===== src/rtl/dut_vector_sequencer.sv =====
// dut_vector_sequencer
// Drives a combinational dut one vector at a time. Each vector arrives on a
// valid/ready stream and is applied to the dut. After SETTLE cycles the dut
// response is captured and optionally compared with an expected value. The
// captured result is returned on a second valid/ready stream, and pass/fail
// counters record the outcome of checked vectors.
//
// Parameters: IN_W (dut input width), OUT_W (dut output width),
//             SETTLE (apply-to-capture cycles, 1..255), CNT_W (counter width)
// Ports:
//   clk, rst                          clock, synchronous active-high reset
//   vec_valid/vec_ready/vec_data/
//   vec_exp/vec_chk                   stimulus stream
//   dut_in / dut_out                  dut stimulus and response
//   res_valid/res_ready/res_data/
//   res_mismatch                      result stream
//   pass_cnt, fail_cnt, cnt_clr       saturating outcome counters and clear
//   busy                              a vector is in flight
//
// state  | meaning
// IDLE   | waiting for a vector; vec_ready high (except first cycle of reset)
// WAIT   | vector applied to dut, counting down the settle interval
// HOLD   | result presented, waiting for the consumer to take it
module dut_vector_sequencer #(
  parameter int IN_W   = 50,
  parameter int OUT_W  = 30,
  parameter int SETTLE = 1,
  parameter int CNT_W  = 16
) (
  input  logic             clk,
  input  logic             rst,
  input  logic             vec_valid,
  output logic             vec_ready,
  input  logic [IN_W-1:0]  vec_data,
  input  logic [OUT_W-1:0] vec_exp,
  input  logic             vec_chk,
  output logic [IN_W-1:0]  dut_in,
  input  logic [OUT_W-1:0] dut_out,
  output logic             res_valid,
  input  logic             res_ready,
  output logic [OUT_W-1:0] res_data,
  output logic             res_mismatch,
  output logic [CNT_W-1:0] pass_cnt,
  output logic [CNT_W-1:0] fail_cnt,
  input  logic             cnt_clr,
  output logic             busy
);

  typedef enum logic [1:0] {S_IDLE, S_WAIT, S_HOLD} state_t;

  localparam logic [7:0]       SETTLE_M1 = 8'(SETTLE - 1);
  localparam logic [CNT_W-1:0] CNT_MAX   = {CNT_W{1'b1}};

  state_t           state_q, state_d;
  logic [7:0]       settle_q, settle_d;
  logic [IN_W-1:0]  dut_in_q, dut_in_d;
  logic [OUT_W-1:0] exp_q, exp_d;
  logic             chk_q, chk_d;
  logic [OUT_W-1:0] res_data_q, res_data_d;
  logic             res_mis_q, res_mis_d;
  logic             res_valid_q, res_valid_d;
  logic [CNT_W-1:0] pass_q, pass_d;
  logic [CNT_W-1:0] fail_q, fail_d;
  // Registered so vec_ready stays low through reset yet has no
  // combinational path from any input.
  logic             vec_ready_q;

  always_comb begin
    state_d     = state_q;
    settle_d    = settle_q;
    dut_in_d    = dut_in_q;
    exp_d       = exp_q;
    chk_d       = chk_q;
    res_data_d  = res_data_q;
    res_mis_d   = res_mis_q;
    res_valid_d = res_valid_q;
    pass_d      = pass_q;
    fail_d      = fail_q;

    case (state_q)
      S_IDLE: begin
        if (vec_valid && vec_ready_q) begin
          dut_in_d = vec_data;
          exp_d    = vec_exp;
          chk_d    = vec_chk;
          settle_d = SETTLE_M1;
          state_d  = S_WAIT;
        end
      end
      S_WAIT: begin
        if (settle_q != 8'd0) begin
          settle_d = settle_q - 8'd1;
        end else begin
          res_data_d  = dut_out;
          res_mis_d   = chk_q && (dut_out != exp_q);
          res_valid_d = 1'b1;
          state_d     = S_HOLD;
          if (chk_q) begin
            if (dut_out == exp_q) begin
              if (pass_q != CNT_MAX) pass_d = pass_q + 1'b1;
            end else begin
              if (fail_q != CNT_MAX) fail_d = fail_q + 1'b1;
            end
          end
        end
      end
      S_HOLD: begin
        if (res_ready) begin
          res_valid_d = 1'b0;
          state_d     = S_IDLE;
        end
      end
      default: state_d = S_IDLE;
    endcase

    // Clear takes priority over a same-cycle increment.
    if (cnt_clr) begin
      pass_d = '0;
      fail_d = '0;
    end
  end

  always_ff @(posedge clk) begin
    if (rst) begin
      state_q     <= S_IDLE;
      settle_q    <= 8'd0;
      dut_in_q    <= '0;
      exp_q       <= '0;
      chk_q       <= 1'b0;
      res_data_q  <= '0;
      res_mis_q   <= 1'b0;
      res_valid_q <= 1'b0;
      pass_q      <= '0;
      fail_q      <= '0;
      vec_ready_q <= 1'b0;
    end else begin
      state_q     <= state_d;
      settle_q    <= settle_d;
      dut_in_q    <= dut_in_d;
      exp_q       <= exp_d;
      chk_q       <= chk_d;
      res_data_q  <= res_data_d;
      res_mis_q   <= res_mis_d;
      res_valid_q <= res_valid_d;
      pass_q      <= pass_d;
      fail_q      <= fail_d;
      vec_ready_q <= (state_d == S_IDLE);
    end
  end

  assign vec_ready    = vec_ready_q;
  assign busy         = (state_q != S_IDLE);
  assign dut_in       = dut_in_q;
  assign res_valid    = res_valid_q;
  assign res_data     = res_data_q;
  assign res_mismatch = res_mis_q;
  assign pass_cnt     = pass_q;
  assign fail_cnt     = fail_q;

endmodule


===== config.mk =====
export PLATFORM = sky130hd
export DESIGN_NAME = dut_vector_sequencer
export DESIGN_NICKNAME = d
export VERILOG_FILES = /design/src/rtl/dut_vector_sequencer.sv
export SDC_FILE = /design/constraint.sdc
export NUM_CORES = 1
export LEC_CHECK = 0
export CORE_MARGIN = 2
export CORE_UTILIZATION = 40
export CTS_BUF_LIST = sky130_fd_sc_hd__clkbuf_8
export CTS_CLUSTER_DIAMETER = 80
export DETAILED_ROUTE_END_ITERATION = 8
export GPL_ROUTABILITY_DRIVEN = 0
export MAX_ROUTING_LAYER = met4
export PLACE_DENSITY = 0.76
export REMOVE_ABC_BUFFERS = 1
export SLEW_MARGIN = 10
export SYNTH_ARGS = -nofsm -noshare
export SYNTH_HDL_FRONTEND = slang
export SYNTH_SLANG_ARGS = --single-unit

===== constraint.sdc =====
create_clock -name clk -period 2.42 [get_ports clk]
set_input_delay 0.605 -clock clk [delete_from_list [all_inputs] [get_ports clk]]
set_output_delay 0.605 -clock clk [all_outputs]
set_load 0.01 [all_outputs]

==> results.py, run 1 <==
metrics = {
    "outcome": {
        "outcome": "finished clean",
    },
    "yosys": {
        "synthArstFlopShare_pct": 0,
        "ys.flop_type": "dfxtp_1",
        "yosysTopAreaCell": "dfxtp_1",
        "synthCells": 798,
        "syn_avg_cell_area_um2": 8.00,
        "ys_top_cells_by_area": "dfxtp_1 49%, nand2_1 14%, a21oi_1 11%",
        "synth_edf_count": 0,
        "synth.most_common_cell": "nand2_1",
        "yosysTopAreaCellShare_pct": 48.9,
        "ys_ff_latch": 156,
        "synth_commonest_cells": "242 x nand2_1, 156 x dfxtp_1, 138 x a21oi_1",
        "ys_seq_area_share_pct": 48.9,
        "synth.distinct_cells": 43,
        "synth_area_um2": 6380,
        "synth-warning-count": 0,
    },
    "sta": {
        "relSlewSlack_pct": 44.3,
        "clock_skew_ns": 0.0105,
        "period_share_pct": 96.8,
        "final_hold_viol_count": 0,
        "setup_tns_ns": 0,
        "period_needed_ns": 2.34,
        "worst_pin_slew_ns": 0.835,
        "whs_ns": 0.453,
        "maxSlewViolCount": 0,
        "fmax_mhz": 427,
        "setup_viol": 0,
    },
    "layout": {
        "area_growth_pct": 49.7,
        "drive_above_1_share_pct": 7.29,
        "stdcell_area_um2": 9560,
        "utilization_pct": 60.6,
        "final_nets": 1151,
        "fin_cells": 1259,
        "antenna_cells": 0,
    },
    "cts": {
        "clk_latency_ns": 0.45,
        "ctsLongestPathBuffers": 2,
        "clkSinkCount": 156,
        "cts_tree": "built",
        "hold_buffers": 0,
        "cts_buffers": 17,
        "path_clk_slew_ns": 0.08,
        "cts-root-buf": "clkbuf_8",
        "htreeDepth": 4,
    },
    "routing": {
        "finalWirelength_um": 18900,
        "routedWlPerCell_um": 15.0,
        "vias_per_cell": 4.98,
        "vias": 6275,
        "drc_errors": 0,
        "drt_iter0_drc": 410,
        "ant_nets": 0,
        "dr.pass1.iters": 4,
    },
    "die": {
        "num_io_pins": 232,
        "coreArea_um2": 15800,
        "row_count": 46,
        "die_h_um": 130,
        "die_w_um": 130,
        "design.die.area_um2": 17000,
        "start_util_pct": 40.5,
    },
    "placement": {
        "dp_hpwl_um": 13600,
        "io_buffers": 231,
        "dpl_cell_area_um2": 9030,
        "dp.cells": 1223,
    },
    "setup_path": {
        "arrival_ns": 2.72,
        "worst-path-buf-inv": 1,
        "required_ns": 2.80,
        "reg2reg_slack_ns": 0.08,
        "slowest_stage": "clkdlybuf4s50_1",
        "worst_path_largest_cell_delay_ns": 0.51,
        "path_cells": "clkdlybuf4s50_1 -> xnor2_1 -> nand4_1 -> nor4_4 -> nand3_4 -> or4_1 -> a21oi_1",
        "crit_fanout": 6,
        "path_delay_family": "simple AND/OR/NAND/NOR gates",
        "worstSetupEndpointType": "flop",
        "startpoint_type": "input port",
        "crit_type": "in -> reg",
    },
    "grt": {
        "antenna_found_initial": 0,
        "grt_pass1_vias": 5890,
        "grt_use_total_pct": 22.9,
        "overflow": 0,
        "grt_pass1_wl_um": 29400,
        "grt_max_degree": 80,
    },
    "pwr": {
        "irDropWorstVdd_uv": 407,
        "leakage_nw": 3.36,
        "power.density_nw_per_um2": 739,
    },
    "hold_path": {
        "hold_path_class": "reg -> reg",
    },
    "run": {
        "maxCapViolCount": 0,
    },
}
## sequential cells by signal (all words and copies together) (netlist names)
name and cells:
settle_q 8, res_data 30, vec_ready 1, pass_cnt 16, res_mismatch 1, fail_cnt 16
state_q 2, chk_q 1, res_valid 1, exp_q 30, dut_in 50
## per-stage QoR
step | setup WS, ns | total power [mW]
after CTS | 0.00168 | 7.08
final | 0.0765 | 7.06
after detailed placement | -0.477 | 4.95
after global routing | -0.0779 | 7.46
after floorplan | -0.713 | 4.01
after global placement | -0.486 | 4.92
## worst register-to-register path, delay by kind of cell (launching register included)
| kind | cells | cell delay (ns) |
|---|---|---|
| fa+ha+maj | 1 | 0.19 |
| flops | 1 | 0.33 |
| simple gates | 5 | 1.50 |
| buf+inv | 2 | 0.28 |
## metal layers
metal	GRT usage, %	up-vias	share of wire (%)
met1	28.0	2871	43
met2	35.4	223	47
li1	-	3153	-
met4	7.51	0	2.1
met5	-	-	0
met3	8.08	28	8.6
## report_power, final
group	switching (mW)	leakage (nW)	internal, mW	total (mW)
logic	0.929	1.88	0.946	1.88
registers	0.213	1.27	2.84	3.06
clock network	0.964	0.219	1.17	2.13
## repair_timing
item	CTS	global route
setup buffers	0	4
gates resized for setup	0	6
endpoints found under the hold margin	0	0
setup endpoints to repair	0	14
## worst paths after layout
kind / start / end / cells past startpoint
worst max-delay path: dut_out[11] / pass_cnt[14] / 7
worst min-delay path: res_data[22] / res_data[22] / 2
worst max register to register: settle_q[0] / fail_cnt[13] / 8
worst min register to register: res_data[22] / res_data[22] / 2
## placed cells by master (no fill, tap or decap), types with 5 or more instances in the layout
| cell | instances |
|---|---|
| nor3_1 | 6 |
| clkdlybuf4s50_1 | 230 |
| and2_1 | 5 |
| or4_1 | 9 |
| or3_1 | 18 |
| nor2_1 | 28 |
| dfxtp_1 | 156 |
| clkbuf_8 | 19 |
| buf_12 | 5 |
| nand3_1 | 14 |
| and3_1 | 14 |
| xnor2_1 | 35 |
| a21oi_1 | 137 |
| buf_4 | 25 |
| nand4_1 | 13 |
| inv_1 | 9 |
| o21ai_0 | 16 |
| nand2_1 | 242 |
## area by class of cell
| cell class | count | area [um^2] |
|---|---|---|
| clock buffers | 19 | 262 |
| repair buffers | 262 | 2630 |
| fillers | 1429 | 6210 |
| multi-input cells | 586 | 3070 |
| clock inverters | 12 | 171 |
| well taps | 216 | 270 |
| flip-flops and latches | 156 | 3120 |
| inverters | 8 | 30.0 |
## kinds of logic after synthesis
logic type	synth area share, %
simple gates	26.5
compound gates	14.4
flops	48.9
buf+inv	3.63
xor+xnor	5.21
mux	0.627
fa+ha+maj	0.784
Power figures use the tool's default switching activity.
==> inputs of run 2 (changes only) <==
--- a/config.mk
+++ b/config.mk
@@ -14,6 +14,7 @@
 export MAX_ROUTING_LAYER = met4
 export PLACE_DENSITY = 0.76
 export REMOVE_ABC_BUFFERS = 1
+export SETUP_SLACK_MARGIN = 0.4
 export SLEW_MARGIN = 10
 export SYNTH_ARGS = -nofsm -noshare
 export SYNTH_HDL_FRONTEND = slang
==> results.py, run 2 (same netlist as run 1, synthesis figures left out) <==
metrics = {
    "pwr": {
        "p_total_mw": 7.85,
        "switching_share_pct": 31.4,
        "irDropWorstVdd_uv": 421,
        "power.density_nw_per_um2": 752,
        "leakage_nw": 4.64,
        "combPwrFrac_pct": 33.6,
        "p_clk_share_pct": 27.2,
        "power_frac_seq_pct": 39.2,
        "p_int_mw": 5.39,
        "p_sw_mw": 2.46,
    },
    "placement": {
        "dp.cells": 1223,
        "dp_hpwl_um": 13600,
        "io_buffers": 231,
        "dp_worst_setup_slack_ns": -0.477,
    },
    "grt": {
        "grt_use_total_pct": 23.4,
        "grt_pass1_wl_um": 30100,
        "grt_max_degree": 80,
        "antenna_found_initial": 1,
        "overflow": 0,
        "grt_pass1_vias": 6042,
    },
    "setup_path": {
        "worstSetupEndpointType": "flop",
        "arrival_ns": 2.51,
        "crit_fanout": 7,
        "r2r_start": "settle_q[0]",
        "required_ns": 2.80,
        "startpoint_type": "flop",
        "crit_type": "reg -> reg",
        "reg2reg_slack_ns": 0.30,
        "startpoint": "settle_q[0]",
    },
    "sta": {
        "relSlewSlack_pct": 36.3,
        "rsz0062_at_grt": "yes",
        "period_needed_ns": 2.12,
        "maxSlewViolCount": 0,
        "fin_ws_ns": 0.296,
        "setup_tns_ns": 0,
        "setup_viol": 0,
        "final_hold_viol_count": 0,
        "worst_pin_slew_ns": 0.955,
        "fmax_mhz": 471,
        "clock_skew_ns": 0.00931,
        "period_share_pct": 87.8,
    },
    "routing": {
        "drc_errors": 0,
        "finalWirelength_um": 20800,
        "vias_per_cell": 5.09,
        "vias": 6508,
        "ant_nets": 0,
        "drt_iter0_drc": 414,
        "dr.pass1.iters": 6,
        "routedWlPerCell_um": 16.2,
    },
    "layout": {
        "utilization_pct": 66.1,
        "drive_above_1_share_pct": 21.4,
        "final_nets": 1170,
        "most-common-layout-cells": "207 x nand2_1, 143 x clkdlybuf4s50_1, 132 x dfxtp_1, 98 x a21oi_1, 40 x a21oi_2",
        "fill_cells": 1338,
        "largest_register_ffs": 50,
        "layout_commonest_cell": "nand2_1",
        "fin_cells": 1279,
        "area_growth_pct": 63.4,
    },
    "cts": {
        "clk_latency_ns": 0.44,
        "path_clk_slew_ns": 0.08,
        "clkSinkCount": 156,
        "htreeDepth": 4,
        "cts_buffers": 17,
        "ctsLongestPathBuffers": 2,
        "cts_tree": "built",
        "cts-root-buf": "clkbuf_8",
    },
    "die": {
        "coreArea_um2": 15800,
        "die_w_um": 130,
        "num_io_pins": 232,
        "row_count": 46,
        "design.die.area_um2": 17000,
        "die_h_um": 130,
        "start_util_pct": 40.5,
    },
    "hold_path": {
        "hold_path_class": "in -> reg",
        "worstHoldStart": "dut_out[1]",
    },
    "run": {
        "maxCapViolCount": 0,
    },
    "outcome": {
        "outcome": "finished clean",
    },
}
[run 2: cell count changes in the layout (fill, tap and decap cells not counted), moves of 31 or more]
cell	before	now
nand2_4	0	31
a21oi_2	1	40
nand2_1	242	207
clkdlybuf4s50_1	230	143
a21oi_1	137	98
dlygate4sd2_1	0	34
dlymetal6s2s_1	0	38
[run 2: worst max-delay path, cell delays in order (launching register included)]
cell	delay, ns
dfxtp_2	0.33
inv_2	0.07
ha_4	0.14
nor3b_4	0.21
nand4_1	0.10
buf_4	0.17
a31oi_4	0.21
nand3_4	0.17
or4_4	0.52
a21oi_2	0.15
[run 2: power groups by stage]
stage               combinational [mW]  clock, mW  sequential [mW]
finish                            2.63       2.14             3.08
global route                      2.85       2.30             3.11
CTS                               2.01       2.18             3.07
detailed placement                1.84          0             3.11
global placement                  1.82          0             3.10
floorplan                        0.853          0             3.15
[run 2: path summary, 6_finish.rpt]
kind / to / depth (start not counted)
worst min-delay path: res_data[1] / 3
worst min register to register: dut_in[28] / 2
worst max-delay path: pass_cnt[12] / 9
worst max register to register: pass_cnt[12] / 9
[run 2: cell type report]
| type | instances | area [um^2] | area share [%] |
|---|---|---|---|
| clock inverter | 12 | 171 | 1.64 |
| inverter | 8 | 30.0 | 0.288 |
| tap | 216 | 270 | 2.59 |
| antenna | 1 | 2.50 | 0.0240 |
| sequential | 156 | 3160 | 30.3 |
| multi-input combinational | 586 | 3600 | 34.5 |
| clock buffer | 19 | 262 | 2.51 |
| timing repair buffer | 281 | 2940 | 28.2 |
[run 2: timing repair]
action / 4_1_cts / 5_1_grt
endpoints found under the hold margin: 0 / 0
hold buffers: 0 / 0
buffers inserted: 9 / 7
gates cloned: 2 / 6
endpoints found under the setup margin: 95 / 102
gates resized for setup: 106 / 195
pin swaps: 40 / 97
[run 2: metal layers]
layer,global-route usage (%),wire [um]
met5,-,0
met4,7.82,459
met3,8.24,1530
met2,36.6,10100
met1,28.4,8640
[run 2: per-stage QoR]
stage               hold WS, ns  cell area, um^2
finish                    0.420            10400
global placement          0.438             9030
floorplan                 0.443             6180
detailed placement        0.443             9030
CTS                       0.453             9670
global route              0.396            10400
